<file path="config.mk">
export PLATFORM = sky130hd
export DESIGN_NAME = uart_word_tx
export DESIGN_NICKNAME = d
export VERILOG_FILES = /design/src/rtl/uart_pkg.sv /design/src/rtl/uart_baud_tick.sv /design/src/rtl/uart_word_tx.sv
export SDC_FILE = /design/constraint.sdc
export NUM_CORES = 1
export LEC_CHECK = 0
export BUFFER_PORTS_ARGS = -buffer_cell sky130_fd_sc_hd__buf_2
export CAP_MARGIN = 0
export CORE_MARGIN = 3
export CORE_UTILIZATION = 30
export DETAILED_ROUTE_END_ITERATION = 10
export PLACE_DENSITY_LB_ADDON = 0.25
export REMOVE_ABC_BUFFERS = 1
export SETUP_SLACK_MARGIN = 0.3
export SLEW_MARGIN = 40
export SYNTH_ARGS = -nofsm -noshare
export SYNTH_HDL_FRONTEND = slang
export SYNTH_HIERARCHICAL = 1
export SYNTH_SLANG_ARGS = --single-unit
</file>
<file path="constraint.sdc">
create_clock -name clk -period 2.8 [get_ports clk]
set_clock_uncertainty 0.2 [all_clocks]
set_input_delay 0 -clock clk [delete_from_list [all_inputs] [get_ports clk]]
set_output_delay 0 -clock clk [all_outputs]
set_load 0.1 [all_outputs]
</file>
<file path="src/rtl/uart_pkg.sv">
// Shared UART definitions for the transmit and receive paths.
// Holds the frame constants, the tx FSM state encodings and a helper
// that gives a safe index width for small counts.
package uart_pkg;

    localparam int UART_DATA_BITS = 8;

    // Line levels
    localparam logic UART_START_LEVEL = 1'b0;
    localparam logic UART_STOP_LEVEL  = 1'b1;
    localparam logic UART_IDLE_LEVEL  = 1'b1;

    // Transmit FSM state encodings
    typedef logic [2:0] tx_state_t;
    localparam tx_state_t ST_IDLE   = 3'd0;
    localparam tx_state_t ST_START  = 3'd1;
    localparam tx_state_t ST_DATA   = 3'd2;
    localparam tx_state_t ST_PARITY = 3'd3;
    localparam tx_state_t ST_STOP   = 3'd4;

    // Width of an index able to hold 0..n-1, never narrower than one bit
    function automatic int idx_width(input int n);
        return (n > 1) ? $clog2(n) : 1;
    endfunction

endpackage

</file>
<file path="src/rtl/uart_baud_tick.sv">
// Bit-period timer for the UART transmitter.
// Counts 0..CLKS_PER_BIT-1 while enabled and flags the last cycle of each
// bit period with bit_end_o. clear_i holds the count at zero so the first
// bit after a clear is a full period long.
module uart_baud_tick
    import uart_pkg::*;
#(
    parameter int CLKS_PER_BIT = 15
) (
    input  logic clk,
    input  logic rst,
    input  logic clear_i,
    output logic bit_end_o
);

    localparam int CW = idx_width(CLKS_PER_BIT);
    localparam logic [CW-1:0] LAST_CNT = CW'(CLKS_PER_BIT - 1);

    logic [CW-1:0] cnt_q;
    logic [CW-1:0] cnt_d;

    // Next count: wrap at the bit boundary so every bit is exactly one period
    always_comb begin
        cnt_d = cnt_q;
        if (clear_i) begin
            cnt_d = '0;
        end else if (cnt_q == LAST_CNT) begin
            cnt_d = '0;
        end else begin
            cnt_d = cnt_q + CW'(1);
        end
    end

    // Count register
    always_ff @(posedge clk) begin
        if (rst) begin
            cnt_q <= '0;
        end else begin
            cnt_q <= cnt_d;
        end
    end

    assign bit_end_o = !clear_i && (cnt_q == LAST_CNT);

endmodule

</file>
<file path="src/rtl/uart_word_tx.sv">
// Multi-byte UART transmitter.
// Accepts one DATA_BYTES-wide word per valid/ready handshake and sends it
// LSB byte first, each byte LSB bit first, as back-to-back serial frames.
// Build option: define UART_PARITY_EN to insert an even parity bit after
// the eight data bits (8E1); leave it undefined for plain 8N1 frames.
module uart_word_tx
    import uart_pkg::*;
#(
    parameter int CLKS_PER_BIT = 15,
    parameter int DATA_BYTES   = 4
) (
    input  logic                          clk,
    input  logic                          rst,
    input  logic [8*DATA_BYTES-1:0]       tx_data,
    input  logic                          tx_valid,
    output logic                          tx_ready,
    output logic                          txd,
    output logic                          tx_busy,
    output logic                          tx_done
);

    localparam int WORD_W = UART_DATA_BITS * DATA_BYTES;
    localparam int BIT_W  = idx_width(UART_DATA_BITS);
    localparam int BYTE_W = idx_width(DATA_BYTES);
    localparam logic [BIT_W-1:0]  LAST_BIT  = BIT_W'(UART_DATA_BITS - 1);
    localparam logic [BYTE_W-1:0] LAST_BYTE = BYTE_W'(DATA_BYTES - 1);

    tx_state_t         state_q,    state_d;
    logic [WORD_W-1:0] shift_q,    shift_d;
    logic [BIT_W-1:0]  bit_idx_q,  bit_idx_d;
    logic [BYTE_W-1:0] byte_idx_q, byte_idx_d;
    logic              txd_q,      txd_d;
    logic              ready_q,    ready_d;
    logic              busy_q,     busy_d;
    logic              done_q,     done_d;
`ifdef UART_PARITY_EN
    logic              parity_q,   parity_d;
`endif

    logic bit_end;
    logic accept;

    // The timer idles at zero so the start bit gets a full period
    uart_baud_tick #(
        .CLKS_PER_BIT (CLKS_PER_BIT)
    ) u_baud_tick (
        .clk       (clk),
        .rst       (rst),
        .clear_i   (state_q == ST_IDLE),
        .bit_end_o (bit_end)
    );

    // ready_q is only ever high in IDLE, so busy-time valids are ignored
    assign accept = ready_q && tx_valid;

    // Frame sequencing: next state and next value of every registered output
    always_comb begin
        state_d    = state_q;
        shift_d    = shift_q;
        bit_idx_d  = bit_idx_q;
        byte_idx_d = byte_idx_q;
        txd_d      = txd_q;
        ready_d    = ready_q;
        busy_d     = busy_q;
        done_d     = 1'b0;
`ifdef UART_PARITY_EN
        parity_d   = parity_q;
`endif
        case (state_q)
            ST_IDLE: begin
                txd_d   = UART_IDLE_LEVEL;
                ready_d = 1'b1;
                busy_d  = 1'b0;
                if (accept) begin
                    shift_d    = tx_data;
                    bit_idx_d  = '0;
                    byte_idx_d = '0;
                    txd_d      = UART_START_LEVEL;
                    ready_d    = 1'b0;
                    busy_d     = 1'b1;
                    state_d    = ST_START;
                end
            end
            ST_START: begin
                if (bit_end) begin
                    txd_d     = shift_q[0];
                    bit_idx_d = '0;
                    state_d   = ST_DATA;
`ifdef UART_PARITY_EN
                    parity_d  = ^shift_q[UART_DATA_BITS-1:0];
`endif
                end
            end
            ST_DATA: begin
                if (bit_end) begin
                    // Shifting once per bit leaves the next byte in [7:0]
                    shift_d = shift_q >> 1;
                    if (bit_idx_q == LAST_BIT) begin
                        bit_idx_d = '0;
`ifdef UART_PARITY_EN
                        txd_d     = parity_q;
                        state_d   = ST_PARITY;
`else
                        txd_d     = UART_STOP_LEVEL;
                        state_d   = ST_STOP;
`endif
                    end else begin
                        bit_idx_d = bit_idx_q + BIT_W'(1);
                        txd_d     = shift_q[1];
                    end
                end
            end
`ifdef UART_PARITY_EN
            ST_PARITY: begin
                if (bit_end) begin
                    txd_d   = UART_STOP_LEVEL;
                    state_d = ST_STOP;
                end
            end
`endif
            ST_STOP: begin
                if (bit_end) begin
                    if (byte_idx_q == LAST_BYTE) begin
                        byte_idx_d = '0;
                        txd_d      = UART_IDLE_LEVEL;
                        ready_d    = 1'b1;
                        busy_d     = 1'b0;
                        done_d     = 1'b1;
                        state_d    = ST_IDLE;
                    end else begin
                        // Next start bit follows the stop bit with no gap
                        byte_idx_d = byte_idx_q + BYTE_W'(1);
                        txd_d      = UART_START_LEVEL;
                        state_d    = ST_START;
                    end
                end
            end
            default: begin
                state_d    = ST_IDLE;
                bit_idx_d  = '0;
                byte_idx_d = '0;
                txd_d      = UART_IDLE_LEVEL;
                ready_d    = 1'b0;
                busy_d     = 1'b0;
            end
        endcase
    end

    // State and output registers; reset drops any word in flight
    always_ff @(posedge clk) begin
        if (rst) begin
            state_q    <= ST_IDLE;
            shift_q    <= '0;
            bit_idx_q  <= '0;
            byte_idx_q <= '0;
            txd_q      <= UART_IDLE_LEVEL;
            ready_q    <= 1'b0;
            busy_q     <= 1'b0;
            done_q     <= 1'b0;
`ifdef UART_PARITY_EN
            parity_q   <= 1'b0;
`endif
        end else begin
            state_q    <= state_d;
            shift_q    <= shift_d;
            bit_idx_q  <= bit_idx_d;
            byte_idx_q <= byte_idx_d;
            txd_q      <= txd_d;
            ready_q    <= ready_d;
            busy_q     <= busy_d;
            done_q     <= done_d;
`ifdef UART_PARITY_EN
            parity_q   <= parity_d;
`endif
        end
    end

    assign tx_ready = ready_q;
    assign txd      = txd_q;
    assign tx_busy  = busy_q;
    assign tx_done  = done_q;

endmodule

</file>
== After elaboration in Yosys (flattened, before gate mapping) ==
Cells that the tools add are included.
Storage, ports and cells
  bits in registers: 48
  input port bits: 35
Cells by class
  bitwise logic cells: 3
  equality and inequality tests: 12
  multiplexer cells: 33
  add/subtract/negate cells: 3
  reductions and logical operators: 14
Operators by type and width (number)
  two-way mux 32 bit: 2
  case mux 32 bit (2 select lines): 1
  two-way mux 3 bit: 9
  case mux 3 bit (4 select lines): 2
  two-way mux 1 bit: 12
  inequality test 2 bit, second input constant: 6
  AND reduction 3 bit: 4
  == test 3 bit, second input constant: 2
  two-way mux 2 bit: 3
  case mux 1 bit (3 select lines): 2
  case mux 2 bit (3 select lines): 1
  OR reduction 3 bit: 2
  AND reduction 5 bit: 1
  adder 4 x 1 -> 4 bit, second input constant: 1
  == test 4 bit, second input constant: 1
  case mux 1 bit (4 select lines): 1
  AND reduction 4 bit: 1
  adder 3 x 1 -> 3 bit, second input constant: 1
  == test 3 x 1 -> 1 bit, second input constant: 1
  == test 3 x 2 -> 1 bit, second input constant: 1
  zero test 3 bit: 1
  inverter 1 bit: 3
  adder 2 x 1 -> 2 bit, second input constant: 1
  == test 2 bit, second input constant: 1
  other kinds (4): 5

== Logic depth before layout (Yosys ltp) ==
Gate-level depths: netlist of run 1.
  depth in word-level cells: 5
  gate-level depth with buffers: 9
  mapped depth without buffers: 8

== Cells and area by module ==
Netlist of run 1, hierarchy kept.
By module, submodules not included
  uart_word_tx: cells an instance 237, instances 1, area an instance 2145.8 sq um, seq. area each 880.8 sq um
  uart_baud_tick: cells an instance 18, instances 1, area an instance 165.2 sq um, seq. area each 80.1 sq um

== Worst setup path after synthesis of run 1 ==
No wires, ideal clock.
  path type: reg2reg
  start: reg ready_q (netlist: tx_ready)
  end: reg shift_q[10]
  slack: 352 ps
  arrival time: 2162 ps
  cell stages (with the launch flop): 7
  setup time: 86 ps
  path buffers: 2
  path through: dfxtp_1 -> buf_2 -> nand3b_1 -> a211oi_2 -> buf_2 -> nor2_1 -> a211oi_1
On the way
  word-level cells in the longest chain between the ends: 3
Ends and longest elaborated chain
  start, declared: line uart_word_tx.sv:33  | logic ready_q, ready_d;
  start signal, assigned: line uart_word_tx.sv:169  | ready_q <= ready_d;
  logical AND 1 bit: line uart_word_tx.sv:54  | assign accept = ready_q && tx_valid;
  inequality test 2 bit (no line)
  AND reduction 3 bit (no line)
  end signal, assigned: line uart_word_tx.sv:165  | shift_q <= shift_d;
  end, declared: line uart_word_tx.sv:29  | logic [WORD_W-1:0] shift_q, shift_d;
No other way between the ends.
A chain may end at the register's enable or synchronous reset.

== Worst setup path in the final report of run 1 ==
  start: reg u_baud_tick.cnt_q[0]
  end: reg busy_q (netlist: tx_busy)
On the way
  word-level cells in the longest chain between the ends: 4
Ends and longest elaborated chain
  start, declared: line uart_baud_tick.sv:19  | logic [CW-1:0] cnt_q;
  start signal, assigned: line uart_baud_tick.sv:39  | cnt_q <= cnt_d;
  == test 4 bit: line uart_baud_tick.sv:43  | assign bit_end_o = !clear_i && (cnt_q == LAST_CNT);
  logical AND 1 bit: line uart_baud_tick.sv:43
  named net bit_end: line uart_word_tx.sv:40  | logic bit_end;
  inequality test 2 bit (no line)
  AND reduction 3 bit (no line)
  end signal, assigned: line uart_word_tx.sv:170  | busy_q <= busy_d;
  end, declared: line uart_word_tx.sv:34  | logic busy_q, busy_d;
The timed path passes the listed nets, and every way through them passes these cells.

==> flow_metrics.tcl, run 1 <==
set metrics [dict create \
    status "completed" \
    ys_ff_latch 48 \
    crit_fanout 11 \
    whs_ns 0.2659 \
    rr_startpoint "u_baud_tick/cnt_q[0]$_SDFF_PP0_" \
    die_x_um 93.77 \
    htree_levels 2 \
    tightest_slew_ns 0.5768 \
    fin_setup_tns_ns 0 \
    synthCells 255 \
    relSlewSlack_pct 61.54 \
    p_leak_nw 1.090 \
    grt_pass1_wl_mm 8.825 \
    vias 2028 \
    crit_type "reg -> reg" \
    firstDrtPassIters 4 \
    route.detailed.wl_per_inst_um 11.79 \
    place_ws_ns 0.5524 \
    ff2ff_setup_slack_ns 0.46 \
    syn_area_um2 2311 \
    cap_violations 0 \
    diodes 0 \
    yosysTopAreaCell "dfxtp_1" \
    hold_path.class "reg -> reg" \
    dieArea_um2 8792 \
    rsz0062_at_grt "no" \
    final_common_cell "dfxtp_1" \
    wl_met2_mm 2.237 \
    finalCritPeriodShare_pct 83.46 \
    synthAdderAreaFrac_pct 2.707 \
    r2r_end "tx_busy$_SDFFE_PP0P_" \
    gp_congestion 0.8012 \
    cts_made_buffers 5 \
    worst_slack_ns 0.4632 \
    synth-seq-area-share_pct 41.58 \
    fill_cells 756 \
    max_freq_mhz 427.9 \
    whs_path_depth 1 \
    wl_met3_um 194 \
    drive_gt1_share_pct 19.81 \
    avgSynthCellArea_um2 9.063 \
    grt_max_degree 63 \
    drcViolationCount 0 \
    required_ns 2.85 \
    finalSetupViolations 0 \
    start_kind "flop" \
    clock_latency_ns 0.30 \
    clockBufferDepth 2 \
    endpoint "tx_busy$_SDFFE_PP0P_" \
    antenna_found_initial 0 \
    cts_sinks 48 \
    fin_crit_ns 2.337 \
    ys_async_sr_fraction_pct 0 \
    yosysWarningCount 6 \
    fin_util_pct 41.56 \
    final_cell_mix "47 x dfxtp_1, 40 x nor2_1, 38 x buf_2" \
    core-area_um2 7370 \
    port_buffers 38 \
    power_density_nw_per_um2 460.0 \
    nNetsFinal 362 \
    synth-compound-area-share_pct 19.22 \
    synth_mux_area_share_pct 13.43 \
    grt_pass1_vias 1960 \
    arrival_ns 2.38 \
    wl_met1_mm 2.521 \
    placedInstanceArea_um2 2609 \
    worst_path_max_delay_cell "dlygate4sd3_1" \
    area_delta_synth_final_pct 32.54 \
    path_cells "inv_1 -> ha_1 -> nand3_1 -> nor2_1 -> buf_4 -> and2_1 -> o2bb2ai_1 -> nand2_1 -> a21oi_1 -> dlygate4sd3_1" \
    fin_area_um2 3063 \
    cts_root_buf "clkbuf_8" \
    fin_cells 422 \
    rr_worst_depth 10 \
    hold_viol 0 \
    max_stage_delay_ns 0.55 \
    initial_core_util_pct 31.36 \
    ir_drop_mv 0.2348 \
    fp.dieH_um 93.77 \
    worst_setup_path_end_kind "flop" \
    multiInputGateArea_um2 1251 \
    drt_wl_total_mm 4.974 \
    power.total_mw 1.409 \
    synth.top_cell.area_share_pct 41.58 \
    via_per_inst 4.806 \
    post_cts_buffers 0 \
    overflow 0 \
    slew_viol_final 0 \
    seq_area_um2 962.2 \
    cts_tree "yes" \
    routed.top_layer "met4" \
    synth_cell_types 42 \
    drt-initial-drc-count 62 \
    placed_cells 378 \
    num_rows 31 \
    io-pin-count 39 \
    synth_xor_area_share_pct 1.516 \
    crit_path_start "u_baud_tick/cnt_q[0]$_SDFF_PP0_" \
    clk_pin_slew_worst_paths_ns 0.09 \
    hpwlAfterDp_mm 3.172 \
    yosys_most_used_dff "dfxtp_1" \
    ant_nets 0 \
    synthSimpleGateAreaFrac_pct 16.51 \
    grt_usage_pct 12.17 \
    synth.area.top_cells "dfxtp_1 42%, mux2i_1 13%, a211oi_1 10%" \
    synth_top_family_by_area "compound AO/OA/AOI/OAI gates" \
    synth_edf_count 0 \
]
==> cells in the mapped netlist (2+ instances only) <==
cell,instances
a211oi_1,32
a21oi_1,12
a31oi_1,2
buf_2,9
buf_4,2
clkbuf_1,10
dfxtp_1,48
ha_1,5
inv_1,4
mux2i_1,31
nand2_1,5
nand2b_1,4
nand3_1,7
nand3b_1,3
nor2_1,40
nor3_1,6
nor3b_1,2
o21ai_0,5
o2bb2ai_1,2
or3_1,2
xnor2_1,2
xor2_1,2
==> final cells by class <==
cell class	instances	share of cell area (%)
Tap cell	99	4.044
Clock buffer	5	2.247
Sequential cell	48	31.41
Clock inverter	3	0.6127
Timing Repair Buffer	82	20.34
Inverter	4	0.4902
Multi-Input combinational cell	181	40.85
==> report_power, final <==
group          switching, mW  leakage (nW)  internal, mW
sequential            0.0252         0.393         0.725
clock                  0.243        0.0479         0.175
combinational          0.126         0.649         0.114
total                  0.395          1.09          1.01
==> what timing repair did <==
item                                    4_1_cts  5_1_grt
hold buffers                                 36        0
hold endpoints to repair                     38        0
resized for setup                             0        2
endpoints found under the setup margin        0        2
==> cells by family (layout without fill, tap and decap cells) <==
logic type / after synthesis / count (layout)
and+or+nand+nor: 78 / 78
AOI/OAI and AO/OA: 63 / 63
DFF: 48 / 48
muxes: 31 / 31
buffers and inverters: 26 / 94
adders and majority gates: 5 / 5
xor gates and xnor gates: 4 / 4
==> how the worst min path moves through the flow <==
| stage | to | startpoint | slack [ns] |
|---|---|---|---|
| 5_1_grt | u_baud_tick/cnt_q[0]$_SDFF_PP0_ | u_baud_tick/cnt_q[0]$_SDFF_PP0_ | 0.31 |
| 4_1_cts | u_baud_tick/cnt_q[0]$_SDFF_PP0_ | u_baud_tick/cnt_q[0]$_SDFF_PP0_ | 0.27 |
| 3_3_place_gp | shift_q[11]$_SDFFE_PP0P_ | tx_data[11] | 0.14 |
| 2_1_floorplan | byte_idx_q[0]$_SDFFE_PP0P_ | rst | -0.14 |
| 6_report | u_baud_tick/cnt_q[0]$_SDFF_PP0_ | u_baud_tick/cnt_q[0]$_SDFF_PP0_ | 0.27 |
| 3_5_place_dp | shift_q[18]$_SDFFE_PP0P_ | tx_data[18] | 0.15 |
==> registers in the layout (all words and copies together) (netlist names) <==
register           flops
bit_idx_q              3
byte_idx_q             2
shift_q               32
state_q                3
tx_busy                1
tx_done                1
tx_ready               1
txd                    1
u_baud_tick/cnt_q      4
==> layer usage <==
metal / track usage, % / up-vias
met5: 0 / -
met4: 2.888 / 0
met3: 2.644 / 3
met2: 20.22 / 40
met1: 16.07 / 922
li1: - / 1063
==> worst max-delay path, delay by kind of cell (launching register included) <==
family	cells	cell delay, ns
AO/OA/AOI/OAI	2	0.33
adder cells (fa/ha/maj)	1	0.18
buffers and inverters	3	0.78
flip-flops	1	0.38
AND/OR/NAND/NOR	4	0.42
No activity file was read; power rests on OpenSTA's default activity.
==> run 2, diff against run 1 <==
- ABC_AREA: unset -> 1
- clock period: 2.8 -> 2 ns (I/O delays scaled with it)
==> run 2 against run 1 <==
Die area is 1.7% higher. Critical path depth is 2 higher. Setup slack worse by 0.38 ns. Fmax is 22% higher.
==> flow_metrics.tcl, run 2 <==
set metrics [dict create \
    worst_slack_ns 0.08645 \
    diodes 0 \
    start_kind "flop" \
    final_cell_mix "170 x nand2_1, 44 x dfxtp_1, 38 x buf_2" \
    crit_type "reg -> reg" \
    vias 2597 \
    ant_nets 0 \
    tightest_slew_ns 0.4889 \
    cap_violations 0 \
    grt_pass1_wl_mm 11.26 \
    clock_latency_ns 0.31 \
    drcViolationCount 0 \
    yosysMostFrequentCell "nand2_1" \
    worst_setup_path_end_kind "flop" \
    fin_area_um2 3706 \
    status "completed" \
    largest_register_ff_count 32 \
    dieArea_um2 8943 \
    fill_cells 725 \
    hold_viol 0 \
    via_per_inst 4.613 \
    power_density_nw_per_um2 1101 \
    max_freq_mhz 522.6 \
    crit_fanout 8 \
    synth.top_cell.area_share_pct 40.83 \
    clk_pin_slew_worst_paths_ns 0.10 \
    whs_ns 0.2655 \
    htree_levels 2 \
    yosys_most_used_dff "dfxtp_1" \
    core-area_um2 7447 \
    p_leak_nw 1.650 \
    ys_top_cells_by_count "184 x nand2_1, 48 x dfxtp_1, 40 x a21oi_1" \
    drt_wl_total_mm 6.995 \
    required_ns 2.03 \
    ff2ff_setup_slack_ns 0.09 \
    crit_buf_inv 5 \
    fin_crit_ns 1.914 \
    max_stage_delay_ns 0.38 \
    grt_pass1_vias 2547 \
    synth-seq-area-share_pct 40.83 \
    num_rows 31 \
    cts_made_buffers 5 \
    synthCells 364 \
    grt_usage_pct 15.70 \
    cts_root_buf "clkbuf_8" \
    cts_tree "yes" \
    nNetsFinal 503 \
    final_common_cell "nand2_1" \
    largest-register "shift_q" \
    place_ws_ns 0.09946 \
    rsz0062_at_grt "yes" \
    firstDrtPassIters 4 \
    path_cells "nor2_4 -> nand2_2 -> inv_2 -> nor2_4 -> inv_2 -> buf_4 -> nand3_4 -> nand3_4 -> buf_6 -> clkbuf_16 -> nand2_1 -> a21oi_1" \
    relSlewSlack_pct 67.40 \
    yosysTopAreaCell "dfxtp_1" \
    overflow 0 \
    syn_area_um2 2354 \
    ir_drop_mv 0.4537 \
    io-pin-count 39 \
    avgSynthCellArea_um2 6.466 \
    route.detailed.wl_per_inst_um 12.42 \
    synth_cell_types 20 \
    yosysWarningCount 6 \
    hpwlAfterDp_mm 3.766 \
    die_x_um 94.57 \
    initial_core_util_pct 31.60 \
    hold_path.class "reg -> reg" \
    port_buffers 38 \
    drive_gt1_share_pct 30.39 \
    synth.area.top_cells "dfxtp_1 41%, nand2_1 29%, a21oi_1 8.5%" \
    gp_congestion 0.9259 \
    power.total_mw 4.079 \
    reg_top3 "shift_q (32), u_baud_tick/cnt_q (4)" \
    area_delta_synth_final_pct 57.47 \
    critPathTopFamily "simple AND/OR/NAND/NOR gates" \
    ys_async_sr_fraction_pct 0 \
    cts_sinks 48 \
    arrival_ns 1.95 \
    placedInstanceArea_um2 2690 \
    ys_ff_latch 48 \
    antenna_found_initial 0 \
    finalCritPeriodShare_pct 95.68 \
    grt_max_degree 26 \
    clockBufferDepth 2 \
    drt-initial-drc-count 90 \
    finalSetupViolations 0 \
    slew_viol_final 0 \
    worst_path_max_delay_cell "dfxtp_4" \
    fp.dieH_um 94.57 \
    synth_edf_count 0 \
]
run 2: layout make-up:
type | count | area, µm² | area share [%]
clock buffers | 6 | 82.58 | 2.228
clock inverters | 2 | 15.01 | 0.4051
inverters | 16 | 60.06 | 1.621
multi-input cells | 283 | 1456 | 39.30
flip-flops and latches | 48 | 968.4 | 26.13
well taps | 99 | 123.9 | 3.342
repair buffers | 109 | 999.7 | 26.98
run 2: metrics by stage:
step | util, % | instances | setup TNS (ns)
global route | 49.76 | 563 | 0
detailed placement | 36.12 | 496 | 0
finish | 49.76 | 563 | 0
CTS | 46.62 | 555 | 0
floorplan | - | 347 | -13.17
global placement | 36.12 | 496 | 0
run 2: power by group:
part,switching [mW],total [mW],internal [mW]
Combinational,1.27,2.25,0.979
Clock,0.353,0.633,0.281
Sequential,0.0935,1.20,1.10
Total,1.72,4.08,2.36
run 2: metal layers:
metal  routed length, µm  GRT usage [%]  vias to the layer above
met5                   0              0                        -
met4                  95          4.207                        0
met3                 286          2.709                        9
met2                3521          28.19                       71
met1                3092          19.27                     1183
li1                    -              -                     1334
run 2: final timing paths:
path | to | depth (start not counted) | startpoint
max | shift_q[2]$_SDFFE_PP0P_ | 12 | state_q[2]$_SDFFE_PP0P_
min | shift_q[31]$_SDFFE_PP0P_ | 2 | shift_q[31]$_SDFFE_PP0P_
max reg2reg | shift_q[2]$_SDFFE_PP0P_ | 12 | state_q[2]$_SDFFE_PP0P_
min reg2reg | shift_q[31]$_SDFFE_PP0P_ | 2 | shift_q[31]$_SDFFE_PP0P_
run 2: kinds of logic after synthesis:
| family | count (synthesis) | share of synthesized area, % |
|---|---|---|
| simple gates | 231 | 38.76 |
| flops | 48 | 40.83 |
| compound gates | 46 | 10.37 |
| buf+inv | 33 | 7.017 |
| fa+ha+maj | 5 | 2.658 |
| xor+xnor | 1 | 0.3722 |
run 2: worst min-delay path, delay by kind of cell, from the launching register on:
family / cells / cell delay (ns)
DFF: 1 / 0.32
AOI/OAI and AO/OA: 1 / 0.05
and+or+nand+nor: 1 / 0.06
run 2: what timing repair did:
action                                  4_1_cts  5_1_grt
hold buffers                                 34        0
setup buffers                                13        6
pin swaps                                    13       21
gates resized for setup                      40       38
endpoints found under the hold margin        34        0
endpoints found under the setup margin       42       43
gates cloned                                  4        2
